## config.mk

```make
export PLATFORM = sky130hd
export DESIGN_NAME = time_stream_deframer
export DESIGN_NICKNAME = d
export VERILOG_FILES = /design/src/rtl/time_frame_pkg.sv /design/src/rtl/bcd_nibble_check.sv /design/src/rtl/time_stream_deframer.sv
export SDC_FILE = /design/constraint.sdc
export NUM_CORES = 1
export LEC_CHECK = 0
export CORE_MARGIN = 2
export CORE_UTILIZATION = 35
export DETAILED_ROUTE_END_ITERATION = 10
export GPL_ROUTABILITY_DRIVEN = 0
export HOLD_SLACK_MARGIN = 0.05
export PLACE_DENSITY = 0.63
export SYNTH_ARGS = -nofsm -noshare
export SYNTH_HDL_FRONTEND = slang
export SYNTH_HIERARCHICAL = 1
export SYNTH_SLANG_ARGS = --single-unit
```

## constraint.sdc

```tcl
create_clock -name clkc -period 3 [get_ports clkc]
set_input_delay 0.3 -clock clkc [delete_from_list [all_inputs] [get_ports clkc]]
set_output_delay 0.3 -clock clkc [all_outputs]
set_load 0.1 [all_outputs]
```

## src/rtl/time_frame_pkg.sv

```systemverilog
// Frame definition shared by the time-digit multiplexer and its deframer:
// separator/fault codes, nibble positions and the acquisition states.
package time_frame_pkg;

   localparam logic [3:0] SEP       = 4'd10;
   localparam logic [3:0] FAULT     = 4'd12;
   localparam int         FRAME_LEN = 8;
   localparam int         POS_W     = $clog2(FRAME_LEN);

   localparam logic [POS_W-1:0] POS_MS_LO  = 3'd0;
   localparam logic [POS_W-1:0] POS_MS_HI  = 3'd1;
   localparam logic [POS_W-1:0] POS_SEP0   = 3'd2;
   localparam logic [POS_W-1:0] POS_S_LO   = 3'd3;
   localparam logic [POS_W-1:0] POS_S_HI   = 3'd4;
   localparam logic [POS_W-1:0] POS_SEP1   = 3'd5;
   localparam logic [POS_W-1:0] POS_MIN_LO = 3'd6;
   localparam logic [POS_W-1:0] POS_MIN_HI = 3'd7;

   typedef enum logic [1:0] {
      ST_HUNT,
      ST_GAP,
      ST_CONFIRM,
      ST_LOCK
   } frame_state_t;

   typedef struct packed {
      logic [7:0] ms;
      logic [7:0] sec;
      logic [7:0] mins;
   } time_bcd_t;

   function automatic logic is_sep_pos(input logic [POS_W-1:0] pos);
      return (pos == POS_SEP0) || (pos == POS_SEP1);
   endfunction

endpackage

```

## src/rtl/bcd_nibble_check.sv

```systemverilog
// Flags a nibble that does not belong at its frame position; combinational.
// Backpressure: none.
module bcd_nibble_check
   import time_frame_pkg::*;
(
   input  logic [3:0]       nibble,
   input  logic [POS_W-1:0] pos,
   output logic             bad
);

   // The fault code is already out of BCD range; it is named so the intent is visible.
   always_comb begin
      if (is_sep_pos(pos)) begin
         bad = (nibble != SEP);
      end else begin
         bad = (nibble > 4'd9) || (nibble == FAULT);
      end
   end

endmodule

```

## src/rtl/time_stream_deframer.sv

```systemverilog
// Aligns to the 8-nibble time stream and commits {ms,s,min} BCD snapshots; commit on the min_hi sample.
// Backpressure: none, one nibble is consumed every clkc cycle.
module time_stream_deframer
   import time_frame_pkg::*;
#(
   parameter int MISS_MAX = 2
) (
   input  logic       clkc,
   input  logic       rst,
   input  logic [3:0] inc,
   output logic [7:0] out_ms,
   output logic [7:0] out_s,
   output logic [7:0] out_min,
   output logic       frame_valid,
   output logic       locked,
   output logic       err
);

   localparam int                MISS_W      = $clog2(MISS_MAX + 1);
   localparam logic [MISS_W-1:0] MISS_LAST   = MISS_W'(MISS_MAX - 1);
   localparam logic [2:0]        GAP_CONFIRM = 3'd2;
   localparam logic [2:0]        GAP_GIVE_UP = 3'd6;

   frame_state_t      state, state_nxt;
   logic [POS_W-1:0]  pos, pos_nxt, chk_pos;
   logic [2:0]        gap, gap_nxt;
   logic [MISS_W-1:0] miss, miss_nxt;
   logic              frame_bad, frame_bad_nxt;

   logic              nib_bad;
   logic              is_sep;
   logic              tracking;
   logic              err_hit;
   logic              commit;
   logic              cap_ms_lo, cap_ms_hi, cap_s_lo, cap_s_hi, cap_min_lo;

   logic [3:0]        sh_ms_lo, sh_ms_hi, sh_s_lo, sh_s_hi, sh_min_lo;
   time_bcd_t         snap;

   // pos holds the position of the last accepted nibble, so the incoming one sits at pos+1.
   assign chk_pos = pos + 3'd1;
   assign is_sep  = (inc == SEP);

   bcd_nibble_check u_check (
      .nibble (inc),
      .pos    (chk_pos),
      .bad    (nib_bad)
   );

   always_ff @(posedge clkc) begin
      if (rst) begin
         state     <= ST_HUNT;
         pos       <= '0;
         gap       <= '0;
         miss      <= '0;
         frame_bad <= 1'b0;
      end else begin
         state     <= state_nxt;
         pos       <= pos_nxt;
         gap       <= gap_nxt;
         miss      <= miss_nxt;
         frame_bad <= frame_bad_nxt;
      end
   end

   always_comb begin
      state_nxt     = state;
      pos_nxt       = pos;
      gap_nxt       = gap;
      miss_nxt      = miss;
      frame_bad_nxt = frame_bad;
      unique case (state)
         ST_HUNT: begin
            if (is_sep) begin
               state_nxt = ST_GAP;
               gap_nxt   = '0;
            end
         end
         ST_GAP: begin
            // Separators three cycles apart can only be pos 2 then pos 5.
            if (is_sep) begin
               if (gap == GAP_CONFIRM) begin
                  state_nxt = ST_CONFIRM;
                  pos_nxt   = POS_SEP1;
               end
               gap_nxt = '0;
            end else if (gap == GAP_GIVE_UP) begin
               state_nxt = ST_HUNT;
               gap_nxt   = '0;
            end else begin
               gap_nxt = gap + 3'd1;
            end
         end
         ST_CONFIRM: begin
            pos_nxt = chk_pos;
            if (nib_bad) begin
               state_nxt = ST_HUNT;
               pos_nxt   = '0;
            end else if (chk_pos == POS_SEP0) begin
               state_nxt     = ST_LOCK;
               frame_bad_nxt = 1'b0;
               miss_nxt      = '0;
            end
         end
         ST_LOCK: begin
            pos_nxt = chk_pos;
            if (nib_bad) begin
               frame_bad_nxt = 1'b1;
            end
            if (chk_pos == POS_MIN_HI) begin
               frame_bad_nxt = 1'b0;
               if (!frame_bad && !nib_bad) begin
                  miss_nxt = '0;
               end else if (miss == MISS_LAST) begin
                  state_nxt = ST_HUNT;
                  miss_nxt  = '0;
                  pos_nxt   = '0;
               end else begin
                  miss_nxt = miss + MISS_W'(1);
               end
            end
         end
         default: begin
            state_nxt = ST_HUNT;
         end
      endcase
   end

   always_comb begin
      tracking   = (state == ST_CONFIRM) || (state == ST_LOCK);
      err_hit    = tracking && nib_bad;
      commit     = (state == ST_LOCK) && (chk_pos == POS_MIN_HI) && !frame_bad && !nib_bad;
      cap_ms_lo  = tracking && (chk_pos == POS_MS_LO);
      cap_ms_hi  = tracking && (chk_pos == POS_MS_HI);
      cap_s_lo   = tracking && (chk_pos == POS_S_LO);
      cap_s_hi   = tracking && (chk_pos == POS_S_HI);
      cap_min_lo = tracking && (chk_pos == POS_MIN_LO);
   end

   always_ff @(posedge clkc) begin
      if (rst) begin
         sh_ms_lo    <= '0;
         sh_ms_hi    <= '0;
         sh_s_lo     <= '0;
         sh_s_hi     <= '0;
         sh_min_lo   <= '0;
         snap        <= '0;
         frame_valid <= 1'b0;
         locked      <= 1'b0;
         err         <= 1'b0;
      end else begin
         if (cap_ms_lo)  sh_ms_lo  <= inc;
         if (cap_ms_hi)  sh_ms_hi  <= inc;
         if (cap_s_lo)   sh_s_lo   <= inc;
         if (cap_s_hi)   sh_s_hi   <= inc;
         if (cap_min_lo) sh_min_lo <= inc;
         // min_hi is taken straight from the bus so the commit lands on its own sample.
         if (commit) begin
            snap.ms   <= {sh_ms_hi, sh_ms_lo};
            snap.sec  <= {sh_s_hi, sh_s_lo};
            snap.mins <= {inc, sh_min_lo};
         end
         frame_valid <= commit;
         locked      <= (state_nxt == ST_LOCK);
         err         <= err_hit;
      end
   end

   assign out_ms  = snap.ms;
   assign out_s   = snap.sec;
   assign out_min = snap.mins;

endmodule

```

After elaboration in Yosys (flattened, before gate mapping)
Index checks and enable logic that the tools add are counted.
{"block": "classes", "reduce_logical": 24, "eq_ne": 24, "n_lt_le_gt_ge": 1, "n_addsub": 3, "n_mux": 33}
{"cell": "2-to-1 mux 2 bit", "count": 14}
{"cell": "2-to-1 mux 3 bit", "count": 9}
{"cell": "equality test 3 bit, second input constant", "count": 5}
{"cell": "inequality test 2 bit, second input constant", "count": 6}
{"cell": "logical AND 1 bit", "count": 10}
{"cell": "equality test 3 x 2 -> 1 bit, second input constant", "count": 3}
{"cell": "one-hot mux 3 bit (3 select lines)", "count": 1}
{"cell": "equality test 4 bit, second input constant", "count": 2}
{"cell": "one-hot mux 2 bit (4 select lines)", "count": 1}
{"cell": "AND reduction 4 bit", "count": 2}
{"cell": "adder 3 x 1 -> 3 bit, second input constant", "count": 2}
{"cell": "equality test 2 bit, second input constant", "count": 3}
{"cell": "one-hot mux 3 bit (2 select lines)", "count": 1}
{"cell": "2-to-1 mux 1 bit", "count": 5}
{"cell": "equality test 2 x 1 -> 1 bit, second input constant", "count": 2}
{"cell": "> comparator 4 bit, second input constant", "count": 1}
{"cell": "inequality test 4 bit, second input constant", "count": 1}
{"cell": "one-hot mux 2 bit (2 select lines)", "count": 1}
{"cell": "nonzero test 2 bit", "count": 2}
{"cell": "equality test 3 x 1 -> 1 bit, second input constant", "count": 1}
{"cell": "logical NOT 3 bit", "count": 1}
{"cell": "logical OR 1 bit", "count": 3}
{"cell": "inequality test 3 bit, second input constant", "count": 1}
{"cell": "AND reduction 3 bit", "count": 1}
{"cell": "other kinds (6)", "count": 7}
{"block": "totals", "reg_bits": 58, "out_inout_bits": 27, "inputBits": 6, "word_cells": 101}

Longest topological paths before layout
{"block": "logic_depth", "ltp_word": 10, "depth_mapped": 13, "ltp_nobuf": 10}

Hierarchy
The synthesis kept the hierarchy.
{"mod": "time_stream_deframer", "n_inst": 1, "area_per_inst_um2": 2384.8, "seq_area_each_um2": 1161.1, "cells_each": 267}
{"mod": "bcd_nibble_check", "n_inst": 1, "area_per_inst_um2": 63.8, "seq_area_each_um2": 0.0, "cells_each": 7}

Worst setup path before layout
OpenSTA, ideal clock, no wires.
{"block": "synth_timing", "path_kind": "flip-flop to flip-flop", "startpoint": "reg pos[0]", "endpoint": "reg snap (netlist bit out_min[4])", "stages_incl_launch_ff": 14, "setup_slack_ns": 0.484, "required_time_ns": 2.868, "n_path_buf": 3, "setup_time_ns": 0.132, "synth_period_minus_slack_ns": 2.516, "t_arrival_ns": 2.384, "cell_sequence": "dfxtp_1 > ha_1 > xnor2_2 > inv_2 > buf_6 > and3b_1 > o21ai_1 > nor2b_1 > nor2_1 > and4_1 > buf_4 > buf_6 > nand2_1 > a21oi_2"}
{"block": "synth_between", "elab_chain_cells": 6, "word_cells_on_any_way": 10, "cone_classes": "add/sub: 1; eq/ne: 3; mux: 1; reduce/logical: 5"}
{"element": "from (decl)", "line_no": "time_stream_deframer.sv:25", "source": "logic [POS_W-1:0] pos, pos_nxt, chk_pos;"}
{"element": "from (signal assigned)", "line_no": "time_stream_deframer.sv:59", "source": "pos <= pos_nxt;"}
{"element": "adder 3 x 1 -> 3 bit (*)", "line_no": "time_stream_deframer.sv:41", "source": "assign chk_pos = pos + 3'd1;"}
{"element": "via chk_pos[2]", "line_no": "time_stream_deframer.sv:25"}
{"element": "equality test 3 x 2 -> 1 bit or equality test 3 bit (tied branches)", "line_no": "time_frame_pkg.sv:33", "source": "return (pos == POS_SEP0) || (pos == POS_SEP1);"}
{"element": "logical OR 1 bit (*)", "line_no": "time_frame_pkg.sv:33"}
{"element": "2-to-1 mux 1 bit (*)", "line_no": "bcd_nibble_check.sv:13", "source": "if (is_sep_pos(pos)) begin"}
{"element": "via nib_bad", "line_no": "time_stream_deframer.sv:30", "source": "logic nib_bad;"}
{"element": "logical NOT 1 bit (*)", "line_no": "time_stream_deframer.sv:132", "source": "commit = (state == ST_LOCK) && (chk_pos == POS_MIN_HI) && !frame_bad && !nib_bad;"}
{"element": "logical AND 1 bit (*)", "line_no": "time_stream_deframer.sv:132"}
{"element": "to (decl)", "line_no": "time_stream_deframer.sv:38", "source": "time_bcd_t snap;"}
Mark *: on every way through the listed nets, which the timed path passes. The rest lies on a longest branch.
A chain may end at the register's enable or synchronous reset.

Worst setup path in the final report
{"block": "layout_timing", "startpoint": "reg pos[0]", "endpoint": "reg snap (netlist bit out_s[7])"}
{"block": "layout_between", "elab_chain_cells": 6, "word_cells_on_any_way": 10, "cone_classes": "add/sub: 1; eq/ne: 3; mux: 1; reduce/logical: 5"}
{"element": "adder 3 x 1 -> 3 bit (*)", "line_no": "time_stream_deframer.sv:41"}
{"element": "equality test 3 x 2 -> 1 bit or equality test 3 bit (tied branches)", "line_no": "time_frame_pkg.sv:33"}
{"element": "logical OR 1 bit (*)", "line_no": "time_frame_pkg.sv:33"}
{"element": "2-to-1 mux 1 bit (*)", "line_no": "bcd_nibble_check.sv:13"}
{"element": "via nib_bad", "line_no": "time_stream_deframer.sv:30"}
{"element": "logical NOT 1 bit (*)", "line_no": "time_stream_deframer.sv:132"}
{"element": "logical AND 1 bit (*)", "line_no": "time_stream_deframer.sv:132"}
Marks and branches as above.

==> results.toml <==
[synth]
yosys.area_share.xor_xnor = 0.0102
async_reset_ff_frac = 0
avgSynthCellArea_um2 = 8.94
syn_nets = 285
synth_edf_count = 0
synth_top_area_frac = 0.474
synth_cell_types = 50
synth-simple-area-share = 0.220
synth_compound_area_frac = 0.148
synthCells = 274
yosys_warnings = 6
netlist_top_cells_area = "dfxtp_1 47%, nand2_1 8.4%, a21oi_1 7.4%, mux2i_1 6.9%, nor2_1 4.3%"
synthAdderAreaFrac = 0.0255
yosysSeqAreaShare = 0.474
synth_largest_area_cell = "dfxtp_1"
synth_mux_area_frac = 0.0695
syn_area_um2 = 2450
synth_top_family_by_area = "simple AND/OR/NAND/NOR gates"
yosys_register_bits = 58
synth_ff_type = "dfxtp_1"

[final_layout]
final_cells = 406
final_area_um2 = 2960
area_growth_syn_to_layout_pct = 20.7
diodes = 0
drive_gt1_frac = 0.158
layout_commonest_cell = "dfxtp_1"
final_cell_mix = "58 x dfxtp_1, 55 x nand2_1, 36 x a21oi_1"
layout.nets = 318

[clock_network]
clockBufferDepth = 2
htreeDepth = 3
post-cts-setup-buffers = 0
cts-root-buf = "clkbuf_8"
cts_sinks = 58
clk_pin_slew_worst_paths_ns = 0.06
cts_tree = "built"
numCtsBuffers = 9
clk-insertion-delay-late_ns = 0.34

[critical_path]
cpMaxStageDelayCell = "and4_2"
arrival_ns = 2.84
path_delay_family = "simple AND/OR/NAND/NOR gates"
r2r-start = "pos[0]"
r2r-end = "out_s[7]"
critPathLaunchType = "register"
path_buf_inv = 1
r2r_cells = 10
worstPathRequired_ns = 3.26
crit_path_max_fanout = 24
r2r_slack_ns = 0.42
crit_chain = "ha_1, xnor2_2, inv_2, nor3b_2, o21ai_1, nor2b_1, nor2_1, and4_2, nand2_1, a21oi_1"
critPathCaptureType = "register"
slowest_delay_ns = 0.57
crit_type = "reg -> reg"

[detailed_routing]
viasPerCell = 4.82
wire_per_inst_um = 12.8
first_pass_iters = 4
ant_nets = 0
drt_iter0_drc = 94
routed_wl_um = 5200
vias = 1957
drc = 0

[pwr]
max-vdd-ir-drop_mv = 0.180
powerDensity_nw_per_um2 = 481
p_leak_uw = 0.00115

[status]
status = "finished, final reports clean"

[sta]
clock_skew_ns = 0.00566
worst_slack_ns = 0.418
slew_viol_final = 0
maxSlewHeadroom = 0.307
period_needed_ns = 2.58
fmax_mhz = 387
setup_tns_ns = 0
tightest_slew_ns = 1.04
period_share = 0.861
setup_viol = 0
hold_viol_final = 0
rsz0062_at_grt = "no"

[die]
row_count = 30
core_area_um2 = 6790
io_pins = 33
die_h_um = 87.6
die_w_um = 87.6
dieArea_um2 = 7680
initial_core_util = 0.360

[placement]
io_buffers = 32
dpl_cell_area_um2 = 2800
dp_slack_ns = 0.134
dp_hpwl_um = 3470
placedCellCount = 392

[hold_path]
hold_end = "out_s[3]"
min_path_type = "reg -> reg"
hold_depth = 2
min-delay-start = "out_s[3]"

[global_routing]
grt.total_usage = 0.148
overflow = 0
grt_pass1_wl_um = 8560
grt_max_degree = 58
antenna_found_initial = 0
grt_pass1_vias = 1770

[run]
maxCapViolCount = 0
-- worst register-to-register path, stage by stage (launching register included) --
cell	delay, ns
dfxtp_1	0.36
ha_1	0.27
xnor2_2	0.29
inv_2	0.09
nor3b_2	0.21
o21ai_1	0.08
nor2b_1	0.14
nor2_1	0.21
and4_2	0.57
nand2_1	0.14
a21oi_1	0.15
-- state kept, by name (all words and copies together), names as in the netlist, 4 cells and up --
name,cells
sh_s_hi,4
out_s,8
sh_ms_lo,4
sh_ms_hi,4
out_ms,8
sh_s_lo,4
out_min,8
sh_min_lo,4
-- timing repair --
item | in CTS | in global routing
hold buffers | 0 | 0
resized for setup | 0 | 1
hold endpoints to repair | 0 | 0
endpoints found under the setup margin | 0 | 22
-- metrics by stage --
| step | util | power, uW | hold WS [ns] |
|---|---|---|---|
| finish | 0.435 | 1420 | 0.452 |
| global route | 0.435 | 1470 | 0.475 |
| CTS | 0.435 | 1430 | 0.451 |
| detailed placement | 0.411 | 837 | 0.445 |
| global placement | 0.411 | 838 | 0.435 |
| floorplan | - | 815 | 0.428 |
-- cells in the mapped netlist, types with 2 or more instances --
cell,instances
nand2_1,55
nand2b_1,2
clkbuf_1,6
dfxtp_1,58
buf_4,3
ha_1,5
a21oi_2,2
and3_1,2
o21ai_0,7
mux2i_1,17
a311oi_1,2
nand3_1,3
nor2b_1,3
buf_6,3
buf_2,4
a21oi_1,36
nor2_1,28
inv_1,6
-- logic make-up after synthesis --
family	after synthesis
AND/OR/NAND/NOR	109
AO/OA/AOI/OAI	59
flip-flops	58
buffers and inverters	24
multiplexers	17
adder cells (fa/ha/maj)	5
XOR/XNOR	2
-- worst max path at each step --
| stage | start | endpoint | slack [ns] | depth (start not counted) |
|---|---|---|---|---|
| 2_1_floorplan | pos[0] | out_min[4] | 0.48 | 13 |
| 6_report | pos[0] | out_s[7] | 0.42 | 10 |
| 4_1_cts | pos[0] | out_s[7] | 0.12 | 10 |
| 3_3_place_gp | inc[2] | out_min[4] | 0.25 | 8 |
| 5_1_grt | pos[0] | out_min[6] | 0.16 | 10 |
| 3_5_place_dp | pos[0] | out_s[7] | 0.13 | 10 |
-- report_power, final --
part	total, uW	leakage, uW	switching (uW)	internal [uW]
Combinational	46.7	0.000604	29.8	16.9
Clock	600	0.0000810	290	309
Sequential	774	0.000467	2.47	771
Total	1420	0.00115	323	1100
-- routing by layer --
metal | routed length [um] | part of all wire | track usage
met5 | 0 | 0 | 0
met4 | 139 | 0.027 | 0.0867
met1 | 2550 | 0.49 | 0.189
met3 | 194 | 0.037 | 0.0481
met2 | 2310 | 0.45 | 0.218
-- layout make-up --
class	instances	area, um2
fillers	692	3840
flip-flops and latches	58	1160
multi-input cells	192	1160
repair buffers	39	330
clock buffers	11	141
well taps	96	120
inverters	7	26.3
clock inverters	3	17.5
(Power assumes the default switching activity.)
